==> src/rtl/relu_sink.sv <==
// Receiving end of the ReLU output stream: small show-ahead FIFO with valid/ready output,
// sticky overflow / sign-error flags and optional saturating statistics (RELU_SINK_STATS_EN).
module relu_sink #(
  parameter int unsigned DEPTH  = 4,
  parameter int unsigned DATA_W = 8,
  parameter int unsigned CNT_W  = 16,
  parameter int unsigned SUM_W  = 20
) (
  input  logic                      clk,
  input  logic                      rst_n,
  input  logic                      in_valid,
  input  logic [DATA_W-1:0]         in_data,
  output logic                      out_valid,
  input  logic                      out_ready,
  output logic [DATA_W-1:0]         out_data,
  output logic [$clog2(DEPTH):0]    fifo_count,
  output logic                      overflow,
  output logic                      sign_err,
  output logic [CNT_W-1:0]          zero_cnt,
  output logic [SUM_W-1:0]          sum
);

  localparam int unsigned PTR_W  = $clog2(DEPTH);
  localparam int unsigned OCC_W  = PTR_W + 1;

  logic [DATA_W-1:0] mem_q [DEPTH];
  logic [DATA_W-1:0] mem_d [DEPTH];
  logic [PTR_W-1:0]  wr_ptr_q, wr_ptr_d;
  logic [PTR_W-1:0]  rd_ptr_q, rd_ptr_d;
  logic [OCC_W-1:0]  count_q, count_d;
  logic              out_valid_q, out_valid_d;
  logic [DATA_W-1:0] out_data_q, out_data_d;
  logic              overflow_q, overflow_d;
  logic              sign_err_q, sign_err_d;

  logic full;
  logic pop;
  logic wr_en;

  // Head is re-registered from next-state values so out_data is a flop yet still show-ahead.
  always_comb begin
    full        = (count_q == OCC_W'(DEPTH));
    pop         = out_valid_q && out_ready;
    wr_en       = in_valid && (!full || pop);
    mem_d       = mem_q;
    wr_ptr_d    = wr_ptr_q;
    rd_ptr_d    = rd_ptr_q;
    count_d     = count_q + OCC_W'(wr_en) - OCC_W'(pop);
    overflow_d  = overflow_q || (in_valid && !wr_en);
    sign_err_d  = sign_err_q || (wr_en && in_data[DATA_W-1]);
    out_data_d  = '0;
    if (wr_en) begin
      mem_d[wr_ptr_q] = in_data;
      wr_ptr_d        = wr_ptr_q + PTR_W'(1);
    end
    if (pop) begin
      rd_ptr_d = rd_ptr_q + PTR_W'(1);
    end
    out_valid_d = (count_d != '0);
    if (out_valid_d) begin
      out_data_d = mem_d[rd_ptr_d];
    end
  end

  always_ff @(posedge clk or negedge rst_n) begin
    if (!rst_n) begin
      for (int i = 0; i < int'(DEPTH); i++) begin
        mem_q[i] <= '0;
      end
      wr_ptr_q    <= '0;
      rd_ptr_q    <= '0;
      count_q     <= '0;
      out_valid_q <= 1'b0;
      out_data_q  <= '0;
      overflow_q  <= 1'b0;
      sign_err_q  <= 1'b0;
    end else begin
      mem_q       <= mem_d;
      wr_ptr_q    <= wr_ptr_d;
      rd_ptr_q    <= rd_ptr_d;
      count_q     <= count_d;
      out_valid_q <= out_valid_d;
      out_data_q  <= out_data_d;
      overflow_q  <= overflow_d;
      sign_err_q  <= sign_err_d;
    end
  end

  assign out_valid  = out_valid_q;
  assign out_data   = out_data_q;
  assign fifo_count = count_q;
  assign overflow   = overflow_q;
  assign sign_err   = sign_err_q;

`ifdef RELU_SINK_STATS_EN
  logic [CNT_W-1:0] zero_cnt_q, zero_cnt_d;
  logic [SUM_W-1:0] sum_q, sum_d;
  logic [SUM_W:0]   sum_ext;

  // Saturating statistics over accepted samples only.
  always_comb begin
    zero_cnt_d = zero_cnt_q;
    sum_d      = sum_q;
    sum_ext    = {1'b0, sum_q} + (SUM_W+1)'(in_data);
    if (wr_en) begin
      if ((in_data == '0) && (zero_cnt_q != {CNT_W{1'b1}})) begin
        zero_cnt_d = zero_cnt_q + CNT_W'(1);
      end
      sum_d = sum_ext[SUM_W] ? {SUM_W{1'b1}} : sum_ext[SUM_W-1:0];
    end
  end

  always_ff @(posedge clk or negedge rst_n) begin
    if (!rst_n) begin
      zero_cnt_q <= '0;
      sum_q      <= '0;
    end else begin
      zero_cnt_q <= zero_cnt_d;
      sum_q      <= sum_d;
    end
  end

  assign zero_cnt = zero_cnt_q;
  assign sum      = sum_q;
`else
  assign zero_cnt = '0;
  assign sum      = '0;
`endif

endmodule

==> config.mk <==
export PLATFORM = sky130hd
export DESIGN_NAME = relu_sink
export DESIGN_NICKNAME = d
export VERILOG_FILES = /design/src/rtl/relu_sink.sv
export SDC_FILE = /design/constraint.sdc
export NUM_CORES = 1
export LEC_CHECK = 0
export BUFFER_PORTS_ARGS = -buffer_cell sky130_fd_sc_hd__buf_2
export CAP_MARGIN = 20
export CORE_MARGIN = 2
export CORE_UTILIZATION = 30
export DETAILED_ROUTE_END_ITERATION = 8
export PLACE_DENSITY = 0.46
export SLEW_MARGIN = 20
export SYNTH_ARGS = -nofsm -noshare
export SYNTH_HDL_FRONTEND = slang
export SYNTH_SLANG_ARGS = --single-unit
==> constraint.sdc <==
create_clock -name clk -period 3.35 [get_ports clk]
set_input_delay 0.335 -clock clk [delete_from_list [all_inputs] [get_ports clk]]
set_output_delay 0.335 -clock clk [all_outputs]
set_load 0.02 [all_outputs]
# After elaboration in Yosys (flattened, before gate mapping)
# Cells that the tools add are included.
dict set report classes {
  order_cmp 3
  n_bitwise 2
  reduce_logical 11
  n_mux 9
  eq_ne 1
  add_sub_neg 4
}
# op count
set op_table {}
lappend op_table {{$bwmux W32} 1}
lappend op_table {{$mux W32} 1}
lappend op_table {{$mux W8} 4}
lappend op_table {{$bmux W8 S2} 1}
lappend op_table {{$demux W8 S2} 1}
lappend op_table {{$ge A3 B3 Y1 const B} 2}
lappend op_table {{$not A2 Y3} 2}
lappend op_table {{$logic_and A1 B1 Y1} 5}
lappend op_table {{$add A2 B1 Y2 const B} 2}
lappend op_table {{$add A3 B1 Y3} 1}
lappend op_table {{$eq A3 B3 Y1 const B} 1}
lappend op_table {{$logic_or A1 B1 Y1} 3}
lappend op_table {{$lt A3 B1 Y1 const B} 1}
lappend op_table {{$reduce_bool A3 Y1} 1}
lappend op_table {{$sub A3 B1 Y3} 1}
lappend op_table {{$logic_not A1 Y1} 2}
lappend op_table {{$mux W2} 1}
dict set report word_totals {
  input_bits 12
  elab_cells 41
  ff_bits 50
}

# Logic depth before layout (Yosys ltp)
# Gate-level depths: netlist of run 1.
dict set report depth {
  depth_word 11
  mapped_depth 13
}

# Least setup slack after synthesis of run 1
# No wires, ideal clock.
dict set report synth_path {
  path_type {register to register}
  start {reg out_valid_q (netlist: out_valid)}
  end {reg out_data_q[0] (netlist: out_data[0])}
  stages_incl_launch_ff 14
  n_path_buf 0
  slack_ns 0.341
  arrival_ns 2.857
  path_cell_list {dfrtp_1 a211oi_4 nand2_1 and2_1 inv_1 ha_1 inv_1 ha_1 fa_1 xnor2_1 xnor2_1 nor3_2 a221o_1 a31oi_1}
}
# item line_no
set synth_lines {}
lappend synth_lines {{from (decl)} 31} ;# logic out_valid_q, out_valid_d;
lappend synth_lines {{from (signal assigned)} 82} ;# out_valid_q <= out_valid_d;
lappend synth_lines {{$logic_and A1 B1 Y1 *} 43} ;# pop = out_valid_q && out_ready;
lappend synth_lines {{$logic_or A1 B1 Y1} 44} ;# wr_en = in_valid && (!full || pop);
lappend synth_lines {{$logic_and A1 B1 Y1} 44}
lappend synth_lines {{$add A3 B1 Y3} 48} ;# count_d = count_q + OCC_W'(wr_en) - OCC_W'(pop);
lappend synth_lines {{$sub A3 B1 Y3 *} 48}
lappend synth_lines {{via count_d[2]} 30} ;# logic [OCC_W-1:0] count_q, count_d;
lappend synth_lines {{$reduce_bool A3 Y1 *} 59} ;# out_valid_d = (count_d != '0);
lappend synth_lines {{$mux W8 *} 60} ;# if (out_valid_d) begin
lappend synth_lines {{via out_data_d[0]} 32} ;# logic [DATA_W-1:0] out_data_q, out_data_d;
lappend synth_lines {{to (signal assigned)} 83} ;# out_data_q <= out_data_d;
lappend synth_lines {{to (decl)} 32}
# The timed path passes the listed nets; every way through them passes the cells marked *. The select of a mux whose other input is x is not followed.
# A chain may end at the register's enable or synchronous reset.

# Final worst setup path of run 1
dict set report layout_path {
  start {reg out_valid_q (netlist: out_valid)}
  end {reg out_data_q[7] (netlist: out_data[7])}
}
# The elaborated chain is that of the path after synthesis.

==> results.toml, run 1 <==
[timing]
setup-tns-final_ps = 0
setup_violations = 0
skew_ps = 6.208
slew_headroom_pct = 34.97
rsz0062_at_grt = "no"
holdWs_ps = 135.8
worst_pin_slew_ps = 968.4
fin_crit_sh_pct = 85.46
maxSlewViolCount = 0
hold_viol_final = 0
max_freq_ghz = 0.3493
finalCriticalPeriod_ps = 2863

[cts]
cts_hold_buf = 0
path_clk_slew_ps = 90
htreeDepth = 2
cts-root-buf = "clkbuf_8"
post-cts-setup-buffers = 0
cts_buffer_depth = 2
cts_tree = "yes"
ctsResizeCount = 0
clk_latency_ps = 300
clock_sinks = 50
cts_buffers = 5

[route]
drtPass1Iterations = 4
final_antenna_net_count = 0
initialDrtViolationCount = 68
wirelength_mm = 4.858
route.vias.total = 1453
drc_errors = 0
viasPerCell = 4.105
wire_per_inst_um = 13.72

[finish]
postLayoutCellArea_um2 = 2798
mostFrequentLayoutCells = "dfrtp_1 (50), conb_1 (36), nand2_1 (26)"
nets = 267
drive_gt1_share_pct = 25.30
synthToLayoutAreaGrowth_pct = 10.31
final_common_cell = "dfrtp_1"
n_antenna_cell = 0

[critical_path]
cp-end-kind = "flop"
r2r_cells = 14
critPathKind = "reg -> reg"
reg2reg_from = "out_valid$_DFF_PN0_"
path_max_fanout = 9
cp.arrival_ps = 3080
cp-start-kind = "flop"
r2r-end = "out_data[7]$_DFF_PN0_"
critPathRequiredTime_ps = 3570
reg2reg_slack_ps = 490

[floorplanning]
die_h_um = 95.95
core_um2 = 8217
dieWidth_um = 95.95
initial_core_util_pct = 30.87
dieArea_um2 = 9205
rows = 33
io_pins = 62

[yosys]
yosysTopAreaCell = "dfrtp_1"
syn_area_per_cell_um2 = 11.96
yosysSeqAreaShare_pct = 49.33
syn-cell-area_um2 = 2536
yosys_warnings = 0
syn_inst = 212
synth_edf_count = 0
yosysUniqueCellTypes = 22
synthTopCellsByArea = "dfrtp_1 (49%), buf_4 (11%), mux2_4 (9.5%)"
async_flop_share_pct = 100.0
synth_top_area_share_pct = 49.33
yosys_most_used_dff = "dfrtp_1"
ys_seq_elements = 50

[run_status]
status = "complete, no violations"

[grt]
grt_max_degree = 39
grt_pass1_vias = 1469
grt_usage_pct = 11.73
grt_antenna_before_repair = 0
grt-ovfl-total = 0
grt_pass1_wl_mm = 7.879

[place]
portBuffers = 25
dpl_cell_area_um2 = 2691
dp_hpwl_mm = 3.255
gp_congestion = 0.7134

[pwr]
p_leak_nw = 1.352
max-vdd-ir-drop_mv = 0.3106
powerDensity_nw_per_um2 = 1036

[min_path]
worstHoldPathType = "in -> async"

[run]
cap_violations = 0
==> critical path: stages, from the launching register on <==
cell and delay [ps]:
dfrtp_1 420, a211oi_4 250, nand2_1 70, and2_1 210, inv_1 80, ha_1 120
inv_1 40, ha_1 180, fa_1 370, xnor2_1 140, xnor2_1 220, nor3_2 60
buf_4 180, a221o_1 270, a31oi_1 170
==> power breakdown <==
part	total [mW]	internal, mW	switching (mW)
clock	0.423	0.224	0.199
combinational	1.45	0.623	0.823
sequential	1.03	0.915	0.114
total	2.90	1.76	1.14
==> metrics by stage <==
step / setup WS, ps / util [%] / power [mW] / cells
finish: 486.9 / 34.05 / 2.898 / 354
floorplan: 340.9 / - / 2.126 / 247
global route: 191.9 / 34.05 / 3.143 / 354
CTS: 433.8 / 34.05 / 2.942 / 354
global placement: 486.2 / 32.75 / 2.505 / 346
detailed placement: 487.6 / 32.75 / 2.508 / 346
==> sequential cells by signal (all words and copies together) (netlist names) <==
register,count
out_data,8
rd_ptr_q,2
sign_err,1
mem_q,32
overflow,1
out_valid,1
fifo_count,3
wr_ptr_q,2
==> worst max path at each step <==
| stage | start | endpoint | slack, ps | depth (start not counted) |
|---|---|---|---|---|
| final | out_valid$_DFF_PN0_ | out_data[7]$_DFF_PN0_ | 490 | 14 |
| after global routing | out_valid$_DFF_PN0_ | out_data[7]$_DFF_PN0_ | 190 | 14 |
| after CTS | out_valid$_DFF_PN0_ | out_data[7]$_DFF_PN0_ | 430 | 14 |
| after detailed placement | out_ready | out_data[7]$_DFF_PN0_ | 490 | 15 |
| after global placement | out_ready | out_data[7]$_DFF_PN0_ | 490 | 15 |
| after floorplan | out_valid$_DFF_PN0_ | out_data[0]$_DFF_PN0_ | 340 | 13 |
==> cells by family after synthesis <==
kind of cell | count (synthesis) | share of synthesized area (%)
buffers and inverters | 62 | 14.65
flip-flops | 50 | 49.33
multiplexers | 32 | 15.79
AND/OR/NAND/NOR | 30 | 4.786
AO/OA/AOI/OAI | 25 | 9.522
adder cells (fa/ha/maj) | 7 | 3.749
XOR/XNOR | 5 | 2.023
other | 1 | 0.1479
==> final cells by class <==
cell class | instances | area (µm²)
Inverter | 25 | 93.84
Multi-Input combinational cell | 135 | 1045
Fill cell | 822 | 5419
Clock buffer | 7 | 76.32
Sequential cell | 50 | 1251
Clock inverter | 1 | 30.03
Timing Repair Buffer | 31 | 170.2
Tap cell | 105 | 131.4
==> layer usage <==
| layer | vias up | routed length (µm) | global-route usage, % |
|---|---|---|---|
| met5 | - | 0 | 0 |
| met1 | 705 | 2198 | 15.51 |
| li1 | 700 | - | - |
| met4 | 0 | 83 | 4.167 |
| met3 | 7 | 255 | 3.289 |
| met2 | 41 | 2319 | 18.41 |
==> synth_stat cells, types with 4 or more instances <==
| cell | count |
|---|---|
| a221o_1 | 8 |
| mux2_4 | 16 |
| buf_4 | 37 |
| inv_1 | 23 |
| a31oi_1 | 8 |
| nand2_1 | 26 |
| ha_1 | 6 |
| mux2i_1 | 16 |
| a21oi_4 | 4 |
| dfrtp_1 | 50 |
| xnor2_1 | 4 |
(Power assumes the default switching activity.)
==> run 2, diff against run 1 <==
--- a/config.mk
+++ b/config.mk
@@ -11,6 +11,7 @@
 export CORE_UTILIZATION = 30
 export DETAILED_ROUTE_END_ITERATION = 8
 export PLACE_DENSITY = 0.46
+export REMOVE_ABC_BUFFERS = 1
 export SLEW_MARGIN = 20
 export SYNTH_ARGS = -nofsm -noshare
 export SYNTH_HDL_FRONTEND = slang
==> run 2 against run 1 <==
Routed wire length rose by 1.3%. Non-clock buffer count unchanged. Clock power down 20%. Design area down 1.1%. First-iteration DRC count shrank 8.8%. Sequential power is essentially flat. Via count rose by 1.0%. Clock skew grew 5.2 ps. Total power decreased by 2.9%. Sequential cell count stayed put. Fmax is 0.25% lower.
==> results.toml, run 2 (synthesis gave the netlist of run 1 again) <==
[timing]
rsz0062_at_grt = "no"
finalCriticalPeriod_ps = 2870
holdWs_ps = 12.93
setup-tns-final_ps = 0
setup_violations = 0
skew_ps = 11.41
slew_headroom_pct = 37.40
fin_crit_sh_pct = 85.68
maxSlewViolCount = 0
hold_viol_final = 0
worst_pin_slew_ps = 932.4
max_freq_ghz = 0.3484

[grt]
grt-ovfl-total = 0
grt_antenna_before_repair = 0
grt_usage_pct = 11.59
met1_usage_pct = 16.57
grtUsageMet2_pct = 17.07
grt_pass1_vias = 1383
grt_pass1_wl_mm = 7.769
grt_max_degree = 27
use_met3_pct = 2.428
busiest_layer = "met2"

[critical_path]
path_max_fanout = 9
critPathKind = "reg -> reg"
critPathRequiredTime_ps = 3570
cp-end-kind = "flop"
cp-start-kind = "flop"
cp.arrival_ps = 3090

[route]
final_antenna_net_count = 0
initialDrtViolationCount = 62
wirelength_mm = 4.921
wire_per_inst_um = 13.94
route.vias.total = 1468
drtPass1Iterations = 4
drc_errors = 0
viasPerCell = 4.159

[floorplanning]
dieArea_um2 = 9205
die_h_um = 95.95
dieWidth_um = 95.95
rows = 33
initial_core_util_pct = 30.87
io_pins = 62
core_um2 = 8217

[cts]
path_clk_slew_ps = 90
ctsResizeCount = 0
htreeDepth = 2
clock_sinks = 50
cts_buffer_depth = 2
clk_latency_ps = 300
cts_tree = "yes"
cts_hold_buf = 0
cts_buffers = 5
post-cts-setup-buffers = 0
cts-root-buf = "clkbuf_8"

[run_status]
status = "complete, no violations"

[min_path]
worstHoldPathType = "in -> async"

[finish]
postLayoutCellArea_um2 = 2768
largest_reg_flops = 32
regMostFlops = "mem_q"
final_common_cell = "dfrtp_1"
n_antenna_cell = 0
mostFrequentLayoutCells = "dfrtp_1 (50), conb_1 (36), nand2_1 (26)"
drive_gt1_share_pct = 25.00
nFillCells = 839
nets = 267
synthToLayoutAreaGrowth_pct = 9.127

[run]
cap_violations = 0

[place]
dpl_cell_area_um2 = 2691
dp_hpwl_mm = 3.359
gp_congestion = 0.7118
portBuffers = 25

[pwr]
p_leak_nw = 1.338
powerDensity_nw_per_um2 = 1017
max-vdd-ir-drop_mv = 0.2220
run 2: final timing paths:
check	cells past startpoint	startpoint	end	slack, ps
min in group clk	2	in_data[7]	sign_err$_DFF_PN0_	320
max in group asynchronous	2	rst_n	mem_q[19]$_DFF_PN0_	2570
worst max-delay path	14	out_valid$_DFF_PN0_	out_data[2]$_DFF_PN0_	480
worst min register to register	1	sign_err$_DFF_PN0_	sign_err$_DFF_PN0_	470
worst max register to register	14	out_valid$_DFF_PN0_	out_data[2]$_DFF_PN0_	480
worst min-delay path	1	rst_n	wr_ptr_q[1]$_DFFE_PN0P_	10
run 2: area by class of cell:
cell class,count,area [µm²],share of cell area [%]
flip-flops and latches,50,1251,45.21
well taps,105,131.4,4.747
multi-input cells,135,1045,37.75
clock buffers,7,76.32,2.758
inverters,25,93.84,3.391
repair buffers,31,170.2,6.148
run 2: through the flow:
step / utilization, % / cells / power (mW) / worst slack [ps]
3_5_place_dp: 32.75 / 346 / 2.510 / 503.7
3_3_place_gp: 32.75 / 346 / 2.500 / 511.9
5_1_grt: 33.68 / 353 / 3.052 / 247.3
4_1_cts: 33.68 / 353 / 2.854 / 475.9
6_report: 33.68 / 353 / 2.813 / 479.7
2_1_floorplan: - / 210 / 2.085 / 311.8
run 2: worst max-delay path, cell delays in order, from the launching register on:
cell and delay [ps]:
dfrtp_1 430, a211oi_4 270, nand2_1 70, and2_1 220, inv_1 80, ha_1 120, inv_1 40, ha_1 190
fa_1 370, xnor2_1 150, xnor2_1 200, nor3_2 50, buf_4 170, a221o_1 270, a31oi_1 140
run 2: power by group:
group          total [mW]  switching, mW  internal, mW
registers            1.04          0.122         0.916
logic                1.44          0.815         0.623
clock network       0.338          0.194         0.144
total                2.81           1.13          1.68
run 2: layer usage:
layer,share of wire [%],up-vias
met4,1.7,0
li1,-,697
met1,49,718
met5,0,-
met3,4.7,5
met2,45,48
==> run 3, diff against run 2 <==
--- a/config.mk
+++ b/config.mk
@@ -5,12 +5,13 @@
 export SDC_FILE = /design/constraint.sdc
 export NUM_CORES = 1
 export LEC_CHECK = 0
+export ABC_AREA = 1
 export BUFFER_PORTS_ARGS = -buffer_cell sky130_fd_sc_hd__buf_2
 export CAP_MARGIN = 20
 export CORE_MARGIN = 2
 export CORE_UTILIZATION = 30
 export DETAILED_ROUTE_END_ITERATION = 8
-export PLACE_DENSITY = 0.46
+export PLACE_DENSITY = 0.44
 export REMOVE_ABC_BUFFERS = 1
 export SLEW_MARGIN = 20
 export SYNTH_ARGS = -nofsm -noshare
==> run 3 against run 2 <==
Sequential cell count unchanged. Fmax is 17% higher. First-iteration DRC count is 37% higher. Setup slack gained 420 ps.
==> results.toml, run 3 <==
[route]
wirelength_mm = 8.030
wire_per_inst_um = 13.29
initialDrtViolationCount = 85
drc_errors = 0
route.vias.total = 2631
drtPass1Iterations = 5
viasPerCell = 4.356
final_antenna_net_count = 0

[finish]
n_antenna_cell = 0
nFillCells = 1195
drive_gt1_share_pct = 11.85
mostFrequentLayoutCells = "nand2_1 (121), inv_1 (67), nand3_1 (64)"
nets = 482
synthToLayoutAreaGrowth_pct = 5.004
final_common_cell = "nand2_1"
fin_util_pct = 32.01
largest_reg_flops = 32
regMostFlops = "mem_q"

[place]
gp_congestion = 0.7266
dp_hpwl_mm = 5.063
pre_cts_slack_ps = 855.3
portBuffers = 25

[yosys]
yosys_most_used_dff = "dfrtp_1"
syn_inst = 445
yosysTopAreaCell = "dfrtp_1"
synth_top_area_share_pct = 38.20
syn-cell-area_um2 = 3276
yosysSeqAreaShare_pct = 38.20
ys_seq_elements = 50
yosysUniqueCellTypes = 26
synthTopCellsByArea = "dfrtp_1 (38%), nand2_1 (14%), nand3_1 (9.8%)"
synth.most_common_cell = "nand2_1"
yosys_warnings = 0
synth_edf_count = 0
async_flop_share_pct = 100.0
synth_common_cells = "nand2_1 (121), inv_1 (67), nand3_1 (64)"
syn_area_per_cell_um2 = 7.361

[grt]
grt_antenna_before_repair = 0
grt_pass1_vias = 2591
grt_max_degree = 38
grt_usage_pct = 14.82
grt-ovfl-total = 0
grt_pass1_wl_mm = 13.38

[floorplanning]
rows = 38
io_pins = 62
dieArea_um2 = 11770
dieWidth_um = 108.5
die_h_um = 108.5
initial_core_util_pct = 30.48
core_um2 = 10750

[critical_path]
crit_buf_inv = 1
cp-end-kind = "flop"
reg2reg_slack_ps = 900
critPathRequiredTime_ps = 3550
r2r-end = "out_data[0]$_DFF_PN0_"
cp.arrival_ps = 2650
cp_cell_sequence = "nor2_2 > nand3_4 > nand2_8 > ha_1 > inv_1 > ha_1 > fa_1 > nor2_1 > nand2_4 > nand2_1 > nor2_1"
reg2reg_from = "fifo_count[1]$_DFF_PN0_"
critPathKind = "reg -> reg"
critical-path-max-stage-delay_ps = 440
cp-start-kind = "flop"
critPathSlowestCell = "dfrtp_1"
path_max_fanout = 37
r2r_cells = 11
critPathLaunch = "fifo_count[1]$_DFF_PN0_"
critPathTopFamily = "simple AND/OR/NAND/NOR gates"

[timing]
setup_violations = 0
setup-tns-final_ps = 0
skew_ps = 5.745
finalCriticalPeriod_ps = 2453
finalWorstSetupSlack_ps = 897.3
fin_crit_sh_pct = 73.21
maxSlewViolCount = 0
rsz0062_at_grt = "no"
worst_pin_slew_ps = 712.9
hold_viol_final = 0
slew_headroom_pct = 52.48
max_freq_ghz = 0.4077

[cts]
cts_hold_buf = 0
post-cts-setup-buffers = 0
cts-root-buf = "clkbuf_8"
clock_sinks = 50
clk_latency_ps = 310
cts_buffer_depth = 2
path_clk_slew_ps = 100
ctsResizeCount = 0
htreeDepth = 2
cts_tree = "yes"
cts_buffers = 5

[pwr]
internal_power_mw = 1.702
power_frac_seq_pct = 31.2
p_switching_mw = 1.581
powerDensity_nw_per_um2 = 954.4
p_leak_nw = 1.916
switching_share_pct = 48.16
p_clk_share_pct = 12.9
combPwrFrac_pct = 55.9
max-vdd-ir-drop_mv = 0.3190

[min_path]
worstHoldPathType = "in -> async"

[run]
cap_violations = 0

[run_status]
status = "complete, no violations"
-- run 3: metal layers --
metal	part of all wire [%]	track usage, %	wire [µm]
met2	45	24.24	3629
met4	1.2	3.846	97
met1	49	20.51	3922
met3	4.7	2.110	380
met5	0	0	0
-- run 3: power by group through the flow --
| stage | sequential [mW] | clock (mW) | combinational (mW) |
|---|---|---|---|
| 3_3_place_gp | 1.03 | 0 | 1.82 |
| 3_5_place_dp | 1.04 | 0 | 1.85 |
| 2_1_floorplan | 1.10 | 0 | 1.26 |
| 6_report | 1.02 | 0.424 | 1.84 |
| 4_1_cts | 1.03 | 0.446 | 1.85 |
| 5_1_grt | 1.05 | 0.463 | 2.13 |
-- run 3: per-stage QoR --
| step | instances | total power, mW | hold slack (ps) | area, µm² |
|---|---|---|---|---|
| after floorplan | 428 | 2.366 | 39.41 | 3007 |
| after global placement | 596 | 2.844 | 440.8 | 3329 |
| after detailed placement | 596 | 2.884 | 441.4 | 3329 |
| after CTS | 604 | 3.324 | 98.11 | 3440 |
| after global routing | 604 | 3.650 | 106.9 | 3440 |
| final | 604 | 3.283 | 71.05 | 3440 |
-- run 3: worst max path at each step --
| stage | end | slack [ps] | cells after the start |
|---|---|---|---|
| after floorplan | out_data[0]$_DFF_PN0_ | 790 | 11 |
| after global placement | out_data[2]$_DFF_PN0_ | 900 | 14 |
| after detailed placement | out_data[7]$_DFF_PN0_ | 860 | 14 |
| after CTS | out_data[2]$_DFF_PN0_ | 850 | 11 |
| after global routing | out_data[6]$_DFF_PN0_ | 660 | 13 |
| final | out_data[0]$_DFF_PN0_ | 900 | 11 |
-- run 3: cell type report --
type / instances / area [µm²] / share of cell area (%)
well taps: 140 / 175.2 / 5.093
clock buffers: 8 / 110.1 / 3.201
inverters: 70 / 265.3 / 7.712
multi-input cells: 308 / 1490 / 43.32
repair buffers: 28 / 147.6 / 4.292
flip-flops and latches: 50 / 1251 / 36.38
-- run 3: cells by family after synthesis --
kind of cell | after synthesis | synth area share [%]
fa+ha+maj | 7 | 2.903
compound gates | 19 | 3.056
flops | 50 | 38.20
other cells | 1 | 0.1145
simple gates | 242 | 33.77
buf+inv | 122 | 20.32
xor+xnor | 4 | 1.643
